<file path="src/rtl/dac_playback_ctrl.sv">
// DAC playback sequencer: pops an FWFT sample FIFO at a programmable rate and
// presents paired channel codes, in one-shot burst or continuous streaming mode.
module dac_playback_ctrl #(
    parameter int                 DATA_W    = 16,
    parameter logic [DATA_W-1:0]  IDLE_CODE = 16'h8000
) (
    input  logic                  clk,
    input  logic                  reset_n,
    input  logic                  start,
    input  logic                  stop,
    input  logic                  continuous,
    input  logic [31:0]           sample_count,
    input  logic [15:0]           rate_div,
    input  logic [2*DATA_W-1:0]   fifo_dout,
    input  logic                  fifo_empty,
    output logic                  fifo_rd_en,
    output logic [DATA_W-1:0]     dac_data_1,
    output logic [DATA_W-1:0]     dac_data_2,
    output logic                  dac_valid,
    output logic                  busy,
    output logic                  done,
    output logic                  underrun,
    output logic [31:0]           words_sent
);

    localparam logic [1:0] S_IDLE  = 2'd0;
    localparam logic [1:0] S_PRIME = 2'd1;
    localparam logic [1:0] S_RUN   = 2'd2;
    localparam logic [1:0] S_HOLD  = 2'd3;

    logic [1:0]        state_r;
    logic [1:0]        state_nxt_s;
    logic [15:0]       div_cnt_r;
    logic [15:0]       rate_div_r;
    logic [31:0]       remaining_r;
    logic              cont_r;
    logic              tick_s;
    logic              start_ok_s;
    logic              pop_s;
    logic [DATA_W-1:0] data_1_r;
    logic [DATA_W-1:0] data_2_r;
    logic              dac_valid_r;
    logic              busy_r;
    logic              done_r;
    logic              underrun_r;
    logic [31:0]       words_sent_r;

    // Tick, start qualification, pop strobe and next-state decode.
    always_comb begin
        tick_s      = (div_cnt_r == 16'd0);
        start_ok_s  = start & ~stop & (continuous | (sample_count != 32'd0));
        pop_s       = (state_r == S_RUN) & tick_s & ~fifo_empty & ~stop;
        state_nxt_s = state_r;
        case (state_r)
            S_IDLE: begin
                if (start_ok_s) state_nxt_s = S_PRIME;
                else            state_nxt_s = S_IDLE;
            end
            S_PRIME: begin
                if (stop)             state_nxt_s = S_IDLE;
                else if (!fifo_empty) state_nxt_s = S_RUN;
                else                  state_nxt_s = S_PRIME;
            end
            S_RUN: begin
                // Only a one-shot pop of the final word leaves RUN without stop.
                if (stop)                                          state_nxt_s = S_IDLE;
                else if (pop_s && !cont_r && remaining_r == 32'd1) state_nxt_s = S_HOLD;
                else                                               state_nxt_s = S_RUN;
            end
            S_HOLD: begin
                if (stop || tick_s) state_nxt_s = S_IDLE;
                else                state_nxt_s = S_HOLD;
            end
            default: state_nxt_s = S_IDLE;
        endcase
    end

    // Sequencer state, rate divider, sample outputs and status registers.
    always_ff @(posedge clk) begin
        if (!reset_n) begin
            state_r      <= S_IDLE;
            div_cnt_r    <= 16'd0;
            rate_div_r   <= 16'd0;
            remaining_r  <= 32'd0;
            cont_r       <= 1'b0;
            data_1_r     <= IDLE_CODE;
            data_2_r     <= IDLE_CODE;
            dac_valid_r  <= 1'b0;
            busy_r       <= 1'b0;
            done_r       <= 1'b0;
            underrun_r   <= 1'b0;
            words_sent_r <= 32'd0;
        end else begin
            state_r     <= state_nxt_s;
            busy_r      <= (state_nxt_s != S_IDLE);
            dac_valid_r <= pop_s;
            done_r      <= (state_r == S_HOLD) & ~stop & tick_s;
            case (state_r)
                S_IDLE: begin
                    if (start_ok_s) begin
                        cont_r       <= continuous;
                        remaining_r  <= sample_count;
                        rate_div_r   <= rate_div;
                        underrun_r   <= 1'b0;
                        words_sent_r <= 32'd0;
                    end
                end
                S_PRIME: begin
                    div_cnt_r <= 16'd0;
                end
                S_RUN: begin
                    if (!stop) begin
                        div_cnt_r <= tick_s ? rate_div_r : (div_cnt_r - 16'd1);
                        if (pop_s) begin
                            data_1_r <= fifo_dout[2*DATA_W-1:DATA_W];
                            data_2_r <= fifo_dout[DATA_W-1:0];
                            if (words_sent_r != 32'hFFFF_FFFF) begin
                                words_sent_r <= words_sent_r + 32'd1;
                            end
                            if (!cont_r) begin
                                remaining_r <= remaining_r - 32'd1;
                            end
                        end else if (tick_s) begin
                            underrun_r <= 1'b1;
                        end
                    end
                end
                S_HOLD: begin
                    if (!stop) begin
                        div_cnt_r <= tick_s ? rate_div_r : (div_cnt_r - 16'd1);
                    end
                end
                default: begin
                    div_cnt_r <= 16'd0;
                end
            endcase
            // Any return to IDLE parks both channels at midscale.
            if (state_nxt_s == S_IDLE) begin
                data_1_r <= IDLE_CODE;
                data_2_r <= IDLE_CODE;
            end
        end
    end

    assign fifo_rd_en = pop_s;
    assign dac_data_1 = data_1_r;
    assign dac_data_2 = data_2_r;
    assign dac_valid  = dac_valid_r;
    assign busy       = busy_r;
    assign done       = done_r;
    assign underrun   = underrun_r;
    assign words_sent = words_sent_r;

endmodule

</file>
<file path="config.mk">
export PLATFORM = sky130hd
export DESIGN_NAME = dac_playback_ctrl
export DESIGN_NICKNAME = d
export VERILOG_FILES = /design/src/rtl/dac_playback_ctrl.sv
export SDC_FILE = /design/constraint.sdc
export NUM_CORES = 1
export LEC_CHECK = 0
export CAP_MARGIN = 20
export CORE_AREA = 2 2 109 111
export DETAILED_ROUTE_END_ITERATION = 6
export DIE_AREA = 0 0 111 113
export DONT_BUFFER_PORTS = 1
export HOLD_SLACK_MARGIN = 0.15
export PLACE_DENSITY = 0.72
export SLEW_MARGIN = 25
export SYNTH_ARGS = -nofsm -noshare
export SYNTH_HDL_FRONTEND = slang
export SYNTH_SLANG_ARGS = --single-unit
</file>
<file path="constraint.sdc">
create_clock -name clk -period 3.4 [get_ports clk]
set_input_delay 0.17 -clock clk [delete_from_list [all_inputs] [get_ports clk]]
set_output_delay 0.17 -clock clk [all_outputs]
set_load 0.05 [all_outputs]
</file>
==> results of run 1 <==
==> timing repair <==
action / in CTS / in global routing
endpoints found under the hold margin: 97 / 0
endpoints found under the setup margin: 0 / 0
hold buffers: 86 / 0
setup buffers: 0 / 0
==> state kept, by name, summed over array words and instances (netlist names), 2 cells and up <==
name,count
dac_data_2,16
rate_div_r,16
words_sent,32
remaining_r,32
state_r,2
dac_data_1,16
div_cnt_r,16
==> power by group <==
group / internal, W / switching [W] / total [W]
clock network: 0.00104 / 0.000797 / 0.00183
logic: 0.000184 / 0.000278 / 0.000461
registers: 0.00162 / 0.0000440 / 0.00166
==> cells in the mapped netlist, drive strengths merged, types with 4 or more instances <==
library cell	number
nor3	22
o21a	4
nand2b	4
o31ai	18
o21ai	58
or3	21
dfxtp	135
nand3	24
buf	9
o32ai	5
and3	8
inv	16
o31a	8
clkbuf	50
nor2	66
and2	5
nand2	169
nand4	12
a22o	5
ha	5
a211oi	8
or4	22
o22ai	6
a2bb2oi	4
nand3b	5
o211ai	8
and4	6
nor4	21
a31oi	4
a21oi	126
==> layout make-up <==
class	count	area, um2	share of cell area (%)
diodes	3	7.51	0.0893
clock inverters	15	154	1.83
clock buffers	17	425	5.06
flip-flops and latches	135	2700	32.2
inverters	16	60.1	0.714
well taps	143	179	2.13
multi-input cells	682	3720	44.2
repair buffers	126	1160	13.8
==> path summary, 6_finish.rpt <==
| path | from | to | cells past startpoint |
|---|---|---|---|
| worst max-delay path | remaining_r[0]$_SDFFE_PN0P_ | remaining_r[26]$_SDFFE_PN0P_ | 9 |
| worst min-delay path | reset_n | remaining_r[24]$_SDFFE_PN0P_ | 2 |
| worst max register to register | remaining_r[0]$_SDFFE_PN0P_ | remaining_r[26]$_SDFFE_PN0P_ | 9 |
| worst min register to register | rate_div_r[10]$_SDFFE_PN0P_ | rate_div_r[10]$_SDFFE_PN0P_ | 2 |
==> stage by stage <==
step | utilization [%] | area [um2] | setup WS (ns)
detailed placement | 61.7 | 6960 | 0.570
finish | 74.6 | 8410 | 0.319
floorplan | - | 6670 | 0.705
global placement | 61.7 | 6960 | 0.655
CTS | 74.5 | 8400 | 0.335
global route | 74.6 | 8410 | 0.101
==> cells by family after synthesis <==
kind of cell / after synthesis
simple gates: 398
compound gates: 277
flops: 135
buf+inv: 75
fa+ha+maj: 5
xor+xnor: 2
==> critical path: cells and delay by family (launching register included) <==
| family | cells | cell delay, ns |
|---|---|---|
| AOI/OAI and AO/OA | 2 | 0.30 |
| adders and majority gates | 1 | 0.21 |
| buffers and inverters | 2 | 0.67 |
| DFF | 1 | 0.34 |
| and+or+nand+nor | 4 | 1.50 |
==> routing by layer <==
layer / track usage (%) / wire [um] / vias up
met5: 0 / 0 / -
met4: 14.2 / 621 / 0
met3: 8.36 / 1840 / 53
met2: 54.8 / 10000 / 386
met1: 39.7 / 8140 / 3368
li1: - / - / 3430
==> metrics.txt, run 1 <==
CP arrival 3.46 ns; clock buffer depth 2; Critical Path Slowest Stage Cell dlygate4sd3_1; RSZ-0062 raised after global routing no; largest net degree at the start of global routing 64; Mean Syn Cell Area 7.48 um2; CTS resizes 0; largest cells by area after synthesis dfxtp_1 (41%), nand2_1 (9.5%), a21oi_1 (9.5%); DPL Wire Length 12.6 mm; Rel. slew slack 30.8%; Num CTS Buffers 17; crit end category register; Fillers 806; initial core utilization 59.2%; DR iter-0 viols 703; Hold Crit Class in2reg; DRC Markers 0; vias in the first global route 6866; Die Wd 111 um; setup violators final 0; all-layer global routing usage 32.6%; Max VDD drop 0.536 mV; initial antenna violation count 2; # rows 39; Tmin final 3.08 ns; Main synth FF type dfxtp_1; final WL 20.6 mm; Setup Crit Path Kind reg2reg; R2R Setup Slk 0.32 ns; Routed WL per cell 18.1 um; Setup TNS 0 ns; crit path max fanout 13; share of layout cells above drive strength 1 8.88%; status complete, no violations; largest family of logic cells by synthesized area simple AND/OR/NAND/NOR gates; DIE AREA 12500 um2; Leak 2.97 nW; post-synthesis sequential area ratio 40.5%; period utilisation layout 90.6%; WP data required 3.77 ns; async set-or-reset flop fraction in the synthesized netlist 0%; clk sink count 135; Pwr Total 0.00396 W; Final Hold Viols 0; Slew Limit Fails 0; H-tree Lvls 4; Worst Clk Skew 0.00766 ns; P per Cell Area 471 nW/um2; Post-Layout Cell Count 1137; syn nets 983; via count 7237; IO Port Bufs 0; max-cap violation count 0; YS warnings 0; Routed Antenna Nets 0; cell count after synthesis 892; total core area 11300 um2; Post-Synth Simple-Gate Area 28.9%; Synth Area in Adders 0.938%; IO Count 155; Post-synth EDFFs 0; most common cell after layout, fill and taps aside nand2_1; CTS tree done; Cell variety after synth 57; hold_ws 0.171 ns; # nets final 1069; Worst-path clk slew 0.07 ns; worst slew pin tran 1.04 ns; first-pass GRT wire length 33.6 mm; root buffer cell clkbuf_16; Area growth syn-to-layout 26.0%; commonest cells after routing, fill and taps aside nand2_1 (169), dfxtp_1 (135), a21oi_1 (126), dlygate4sd3_1 (86), nor2_1 (64); area leader, netlist dfxtp_1; global route total overflow 0; Synth Area in Compound Gates 25.0%; vias per cell 6.36; Synth Area in XOR/XNOR 0.263%; placed cell count 1016; flops & latches, synth 135; GPL Wtd Cong 0.910; worst path cell trace inv_1 > ha_1 > or3b_2 > or2_2 > nor3_1 > nand3_1 > a21o_1 > a21oi_1 > dlygate4sd3_1; worst-skew pair later-pin latency 0.43 ns; crit-path max cell delay 0.56 ns; Setup crit start kind register; Die H 113 um; TritonRoute pass-1 iters 5; multiplexer share of the synthesized area 0%; post-synth top area share 40.5%; Synth Cell Area 6670 um2; max frequency 325 MHz
Power figures use the tool's default switching activity.
==> run 2, diff against run 1 <==
--- a/config.mk
+++ b/config.mk
@@ -12,6 +12,7 @@
 export DONT_BUFFER_PORTS = 1
 export HOLD_SLACK_MARGIN = 0.15
 export PLACE_DENSITY = 0.72
+export REMOVE_ABC_BUFFERS = 1
 export SLEW_MARGIN = 25
 export SYNTH_ARGS = -nofsm -noshare
 export SYNTH_HDL_FRONTEND = slang
==> metrics.txt, run 2 (synthesis gave the netlist of run 1 again) <==
Leak 3.02 nW (was 2.97 nW); Final Hold Viols 0 (unchanged); Pwr Total 0.00415 W (was 0.00396 W); setup bufs post-CTS 0 (unchanged); R2R depth 9 (unchanged); metal2 WL 9.69 mm (was 10.0 mm); Routed WL per cell 17.6 um (was 18.1 um); max-cap violation count 0 (unchanged); crit path max fanout 63 (was 13); worst path cell trace inv_1 > ha_1 > nor4b_1 > and4_1 > nand2_1 > a2bb2oi_4 > buf_4 > or4_1 > a21oi_1 (was inv_1 > ha_1 > or3b_2 > or2_2 > nor3_1 > nand3_1 > a21o_1 > a21oi_1 > dlygate4sd3_1); CP arrival 3.17 ns (was 3.46 ns); Buf+Inv Stages, Crit Path 2 (unchanged); # rows 39 (unchanged); Critical Path Slowest Stage Cell or4_1 (was dlygate4sd3_1); CTS tree done (unchanged); dpl ws 0.590 ns (was 0.570 ns); vias per cell 6.34 (was 6.36); Worst Hold Path Cells 3 (was 2); share of layout cells above drive strength 1 9.26% (was 8.88%); Slew Limit Fails 0 (unchanged); largest net degree at the start of global routing 64 (unchanged); Finished Cell Area 8480 um2 (was 8410 um2); hold_ws 0.174 ns (was 0.171 ns); worst-skew pair later-pin latency 0.43 ns (about the same); clock buffer depth 2 (unchanged); clk sink count 135 (unchanged); P per Cell Area 489 nW/um2 (was 471 nW/um2); Die Wd 111 um (unchanged); Die H 113 um (unchanged); Worst-path clk slew 0.06 ns (was 0.07 ns); Area growth syn-to-layout 27.2% (was 26.0%); Hold Crit Class in2reg (unchanged); GPL Wtd Cong 0.893 (was 0.910); setup violators final 0 (unchanged); WP data required 3.75 ns (was 3.77 ns); worst slew pin tran 0.976 ns (was 1.04 ns); setup ws final 0.574 ns (was 0.319 ns); crit end category register (unchanged); commonest cells after routing, fill and taps aside nand2_1 (169), dfxtp_1 (135), a21oi_1 (126), dlygate4sd3_1 (84), nor2_1 (64) (was nand2_1 (169), dfxtp_1 (135), a21oi_1 (126), dlygate4sd3_1 (86), nor2_1 (64)); most common cell after layout, fill and taps aside nand2_1 (unchanged); IO Count 155 (unchanged); total core area 11300 um2 (unchanged); top sig layer met4 (unchanged); global route total overflow 0 (unchanged); Setup TNS 0 ns (unchanged); Rel. slew slack 34.7% (was 30.8%); met3 wire length 1.90 mm (was 1.84 mm); period utilisation layout 83.1% (was 90.6%); CTS resizes 0 (unchanged); via count 7207 (was 7237); DR iter-0 viols 595 (was 703); hold buffer count at CTS 84 (was 86); IO Port Bufs 0 (unchanged); RR Startpoint div_cnt_r[0]$_SDFFE_PN0P_ (was remaining_r[0]$_SDFFE_PN0P_); Routed Antenna Nets 0 (unchanged); Setup Crit Path Kind reg2reg (unchanged); initial core utilization 59.2% (unchanged); Worst Clk Skew 0.0121 ns (was 0.00766 ns); max frequency 354 MHz (was 325 MHz); DPL Wire Length 12.7 mm (was 12.6 mm); all-layer global routing usage 31.9% (was 32.6%); # nets final 1072 (was 1069); Worst Hold End underrun$_SDFFE_PN0P_ (was remaining_r[24]$_SDFFE_PN0P_); R2R Setup Slk 0.57 ns (was 0.32 ns); TritonRoute pass-1 iters 7 (was 5); Num CTS Buffers 17 (unchanged); initial antenna violation count 0 (was 2); Hold Path Origin fifo_empty (was reset_n); Fillers 843 (was 806); met1 wire length 8.02 mm (was 8.14 mm); status complete, no violations (unchanged); DRC Markers 0 (unchanged); Setup crit start kind register (unchanged); root buffer cell clkbuf_16 (unchanged); DP Area 7000 um2 (was 6960 um2); first-pass GRT wire length 32.9 mm (was 33.6 mm); RSZ-0062 raised after global routing no (unchanged); crit-path max cell delay 0.56 ns (about the same); final WL 20.0 mm (was 20.6 mm); Tmin final 2.83 ns (was 3.08 ns); vias in the first global route 6914 (was 6866); DIE AREA 12500 um2 (unchanged); Max VDD drop 0.497 mV (was 0.536 mV); r2r endpoint words_sent[20]$_SDFFE_PN0P_ (was remaining_r[26]$_SDFFE_PN0P_); H-tree Lvls 4 (unchanged); cell family with most CP delay simple AND/OR/NAND/NOR gates (unchanged)
[run 2: layout make-up]
type | count | area, um2 | share of cell area, %
Inverter | 16 | 60.1 | 0.708
Sequential cell | 135 | 2700 | 31.9
Timing Repair Buffer | 129 | 1180 | 13.9
Antenna cell | 1 | 2.50 | 0.0295
Clock inverter | 14 | 220 | 2.60
Tap cell | 143 | 179 | 2.11
Multi-Input combinational cell | 682 | 3720 | 43.8
Clock buffer | 17 | 425 | 5.01
[run 2: through the flow]
stage               utilization [%]  cells
finish                         75.3   1137
global route                   75.2   1136
CTS                            75.2   1136
detailed placement             62.1   1021
global placement               62.0   1021
floorplan                         -    833
[run 2: worst max-delay path by stage]
stage / from / to / cells after the start
finish: div_cnt_r[0]$_SDFFE_PN0P_ / words_sent[20]$_SDFFE_PN0P_ / 9
global route: div_cnt_r[0]$_SDFFE_PN0P_ / words_sent[20]$_SDFFE_PN0P_ / 9
CTS: remaining_r[0]$_SDFFE_PN0P_ / remaining_r[22]$_SDFFE_PN0P_ / 8
detailed placement: remaining_r[0]$_SDFFE_PN0P_ / remaining_r[22]$_SDFFE_PN0P_ / 8
global placement: remaining_r[0]$_SDFFE_PN0P_ / remaining_r[22]$_SDFFE_PN0P_ / 8
floorplan: state_r[0]$_SDFF_PN0_ / words_sent[16]$_SDFFE_PN0P_ / 6
[run 2: power breakdown]
| part | total (W) | leakage [nW] | switching [W] | internal [W] |
|---|---|---|---|---|
| Combinational | 0.000459 | 1.61 | 0.000277 | 0.000182 |
| Sequential | 0.00167 | 1.09 | 0.0000440 | 0.00162 |
| Clock | 0.00202 | 0.314 | 0.000720 | 0.00130 |
| Total | 0.00415 | 3.02 | 0.00104 | 0.00311 |
[run 2: per-layer routing]
metal  track usage (%)  vias to the layer above
met1              38.6                     3377
met2              54.1                      359
li1                  -                     3432
met3              9.91                       39
met5                 0                        -
met4              11.3                        0
[run 2: worst register-to-register path, delay by kind of cell (launching register included)]
family	cells	cell delay, ns
buffers and inverters	2	0.39
flip-flops	1	0.34
AO/OA/AOI/OAI	2	0.34
AND/OR/NAND/NOR	4	1.51
adder cells (fa/ha/maj)	1	0.18
==> run 3, diff against run 2 <==
==> constraint.sdc (replaced) <==
create_clock -name clk -period 2.77 [get_ports clk]
set_input_delay 0.1385 -clock clk [delete_from_list [all_inputs] [get_ports clk]]
set_output_delay 0.1385 -clock clk [all_outputs]
set_load 0.05 [all_outputs]
==> metrics.txt, run 3 (synthesis gave the netlist of run 1 again) <==
initial core utilization 59.2% (unchanged); met3 wire length 2.10 mm (was 1.90 mm); CTS tree done (unchanged); global route total overflow 0 (unchanged); DPL Wire Length 12.9 mm (was 12.7 mm); setup violators final 0 (unchanged); crit end category register (unchanged); Slew Limit Fails 0 (unchanged); worst slew pin tran 0.991 ns (was 0.976 ns); Setup crit start kind register (unchanged); WP data required 3.07 ns (was 3.75 ns); Die H 113 um (unchanged); H-tree Lvls 4 (unchanged); met1 wire length 8.36 mm (was 8.02 mm); Pwr Total 0.00485 W (was 0.00415 W); Leak 3.07 nW (was 3.02 nW); Final Hold Viols 0 (unchanged); final WL 20.8 mm (was 20.0 mm); # nets final 1086 (was 1072); Fillers 818 (was 843); most common cell after layout, fill and taps aside nand2_1 (unchanged); Max VDD drop 0.564 mV (was 0.497 mV); IO Port Bufs 0 (unchanged); # rows 39 (unchanged); P per Cell Area 564 nW/um2 (was 489 nW/um2); Rel. slew slack 33.7% (was 34.7%); Hold Crit Class in2reg (unchanged); via count 7336 (was 7207); clk sink count 135 (unchanged); share of layout cells above drive strength 1 10.9% (was 9.26%); status complete, no violations (unchanged); DRC Markers 0 (unchanged); Setup TNS 0 ns (unchanged); Num CTS Buffers 17 (unchanged); Routed WL per cell 18.1 um (was 17.6 um); Tmin final 2.64 ns (was 2.83 ns); worst-skew pair later-pin latency 0.43 ns (about the same); Critical Path Slowest Stage Cell or3b_2 (was or4_1); GPL Wtd Cong 0.884 (was 0.893); Worst Clk Skew 0.00771 ns (was 0.0121 ns); worst path cell trace inv_1 > ha_4 > or3b_2 > or2_2 > or3_4 > or4_1 > a21oi_1 > o22ai_1 (was inv_1 > ha_1 > nor4b_1 > and4_1 > nand2_1 > a2bb2oi_4 > buf_4 > or4_1 > a21oi_1); Worst-path clk slew 0.06 ns (about the same); top sig layer met4 (unchanged); metal2 WL 9.86 mm (was 9.69 mm); total core area 11300 um2 (unchanged); Die Wd 111 um (unchanged); initial antenna violation count 1 (was 0); max-cap violation count 0 (unchanged); max frequency 379 MHz (was 354 MHz); DIE AREA 12500 um2 (unchanged); IO Count 155 (unchanged); crit path max fanout 5 (was 63); Setup Crit Path Kind reg2reg (unchanged); RSZ-0062 raised after global routing no (unchanged); CP arrival 2.94 ns (was 3.17 ns); largest net degree at the start of global routing 58 (was 64); Routed Antenna Nets 0 (unchanged); period utilisation layout 95.3% (was 83.1%); Area growth syn-to-layout 28.8% (was 27.2%); vias in the first global route 7063 (was 6914); clock buffer depth 2 (unchanged); final core occ 76.3% (was 75.3%); all-layer global routing usage 33.2% (was 31.9%); root buffer cell clkbuf_16 (unchanged); crit-path max cell delay 0.49 ns (was 0.56 ns); commonest cells after routing, fill and taps aside nand2_1 (169), dfxtp_1 (135), a21oi_1 (126), dlygate4sd3_1 (84), nor2_1 (64) (unchanged); vias per cell 6.37 (was 6.34); first-pass GRT wire length 34.3 mm (was 32.9 mm); TritonRoute pass-1 iters 5 (was 7); DR iter-0 viols 857 (was 595)
-- run 3: routing by layer --
metal | track usage, % | vias to the layer above
met5 | 0 | -
met4 | 12.3 | 0
met3 | 11.0 | 54
met1 | 41.3 | 3443
li1 | - | 3461
met2 | 54.0 | 378
-- run 3: power breakdown --
part	leakage [nW]	switching (W)	internal (W)
Sequential	1.09	0.0000551	0.00199
Clock	0.276	0.000980	0.00121
Combinational	1.70	0.000356	0.000255
-- run 3: metrics by stage --
step	setup WS [ns]	hold slack, ns	std cells	cell area [um2]
finish	0.130	0.191	1152	8600
global route	0.0268	0.205	1151	8590
CTS	0.120	0.172	1151	8560
detailed placement	0.0866	0.268	1035	7150
global placement	0.185	0.263	1035	7150
floorplan	-2.08	0.256	833	6440
-- run 3: critical path: cells and delay by family, from the launching register on --
kind	cells	cell delay [ns]
simple gates	4	1.61
compound gates	2	0.24
fa+ha+maj	1	0.17
flops	1	0.35
buf+inv	1	0.15
-- run 3: cell type report --
cell class	instances	area (um2)	area share, %
Antenna cell	1	2.50	0.0291
Clock buffer	18	439	5.11
Clock inverter	14	130	1.51
Inverter	16	60.1	0.699
Multi-Input combinational cell	682	3750	43.6
Sequential cell	135	2700	31.4
Tap cell	143	179	2.08
Timing Repair Buffer	143	1330	15.5
-- run 3: final timing paths --
kind | start | end | slack [ns] | cells past startpoint
worst max-delay path | remaining_r[0]$_SDFFE_PN0P_ | remaining_r[22]$_SDFFE_PN0P_ | 0.13 | 8
worst min-delay path | stop | div_cnt_r[1]$_SDFFE_PN0P_ | 0.19 | 3
worst min register to register | rate_div_r[13]$_SDFFE_PN0P_ | rate_div_r[13]$_SDFFE_PN0P_ | 0.46 | 2
worst max register to register | remaining_r[0]$_SDFFE_PN0P_ | remaining_r[22]$_SDFFE_PN0P_ | 0.13 | 8
-- run 3: repair_timing --
item	CTS	global route
hold endpoints to repair	104	0
hold buffers	84	0
gates resized for setup	0	5
endpoints found under the setup margin	0	7
buffers inserted	0	0
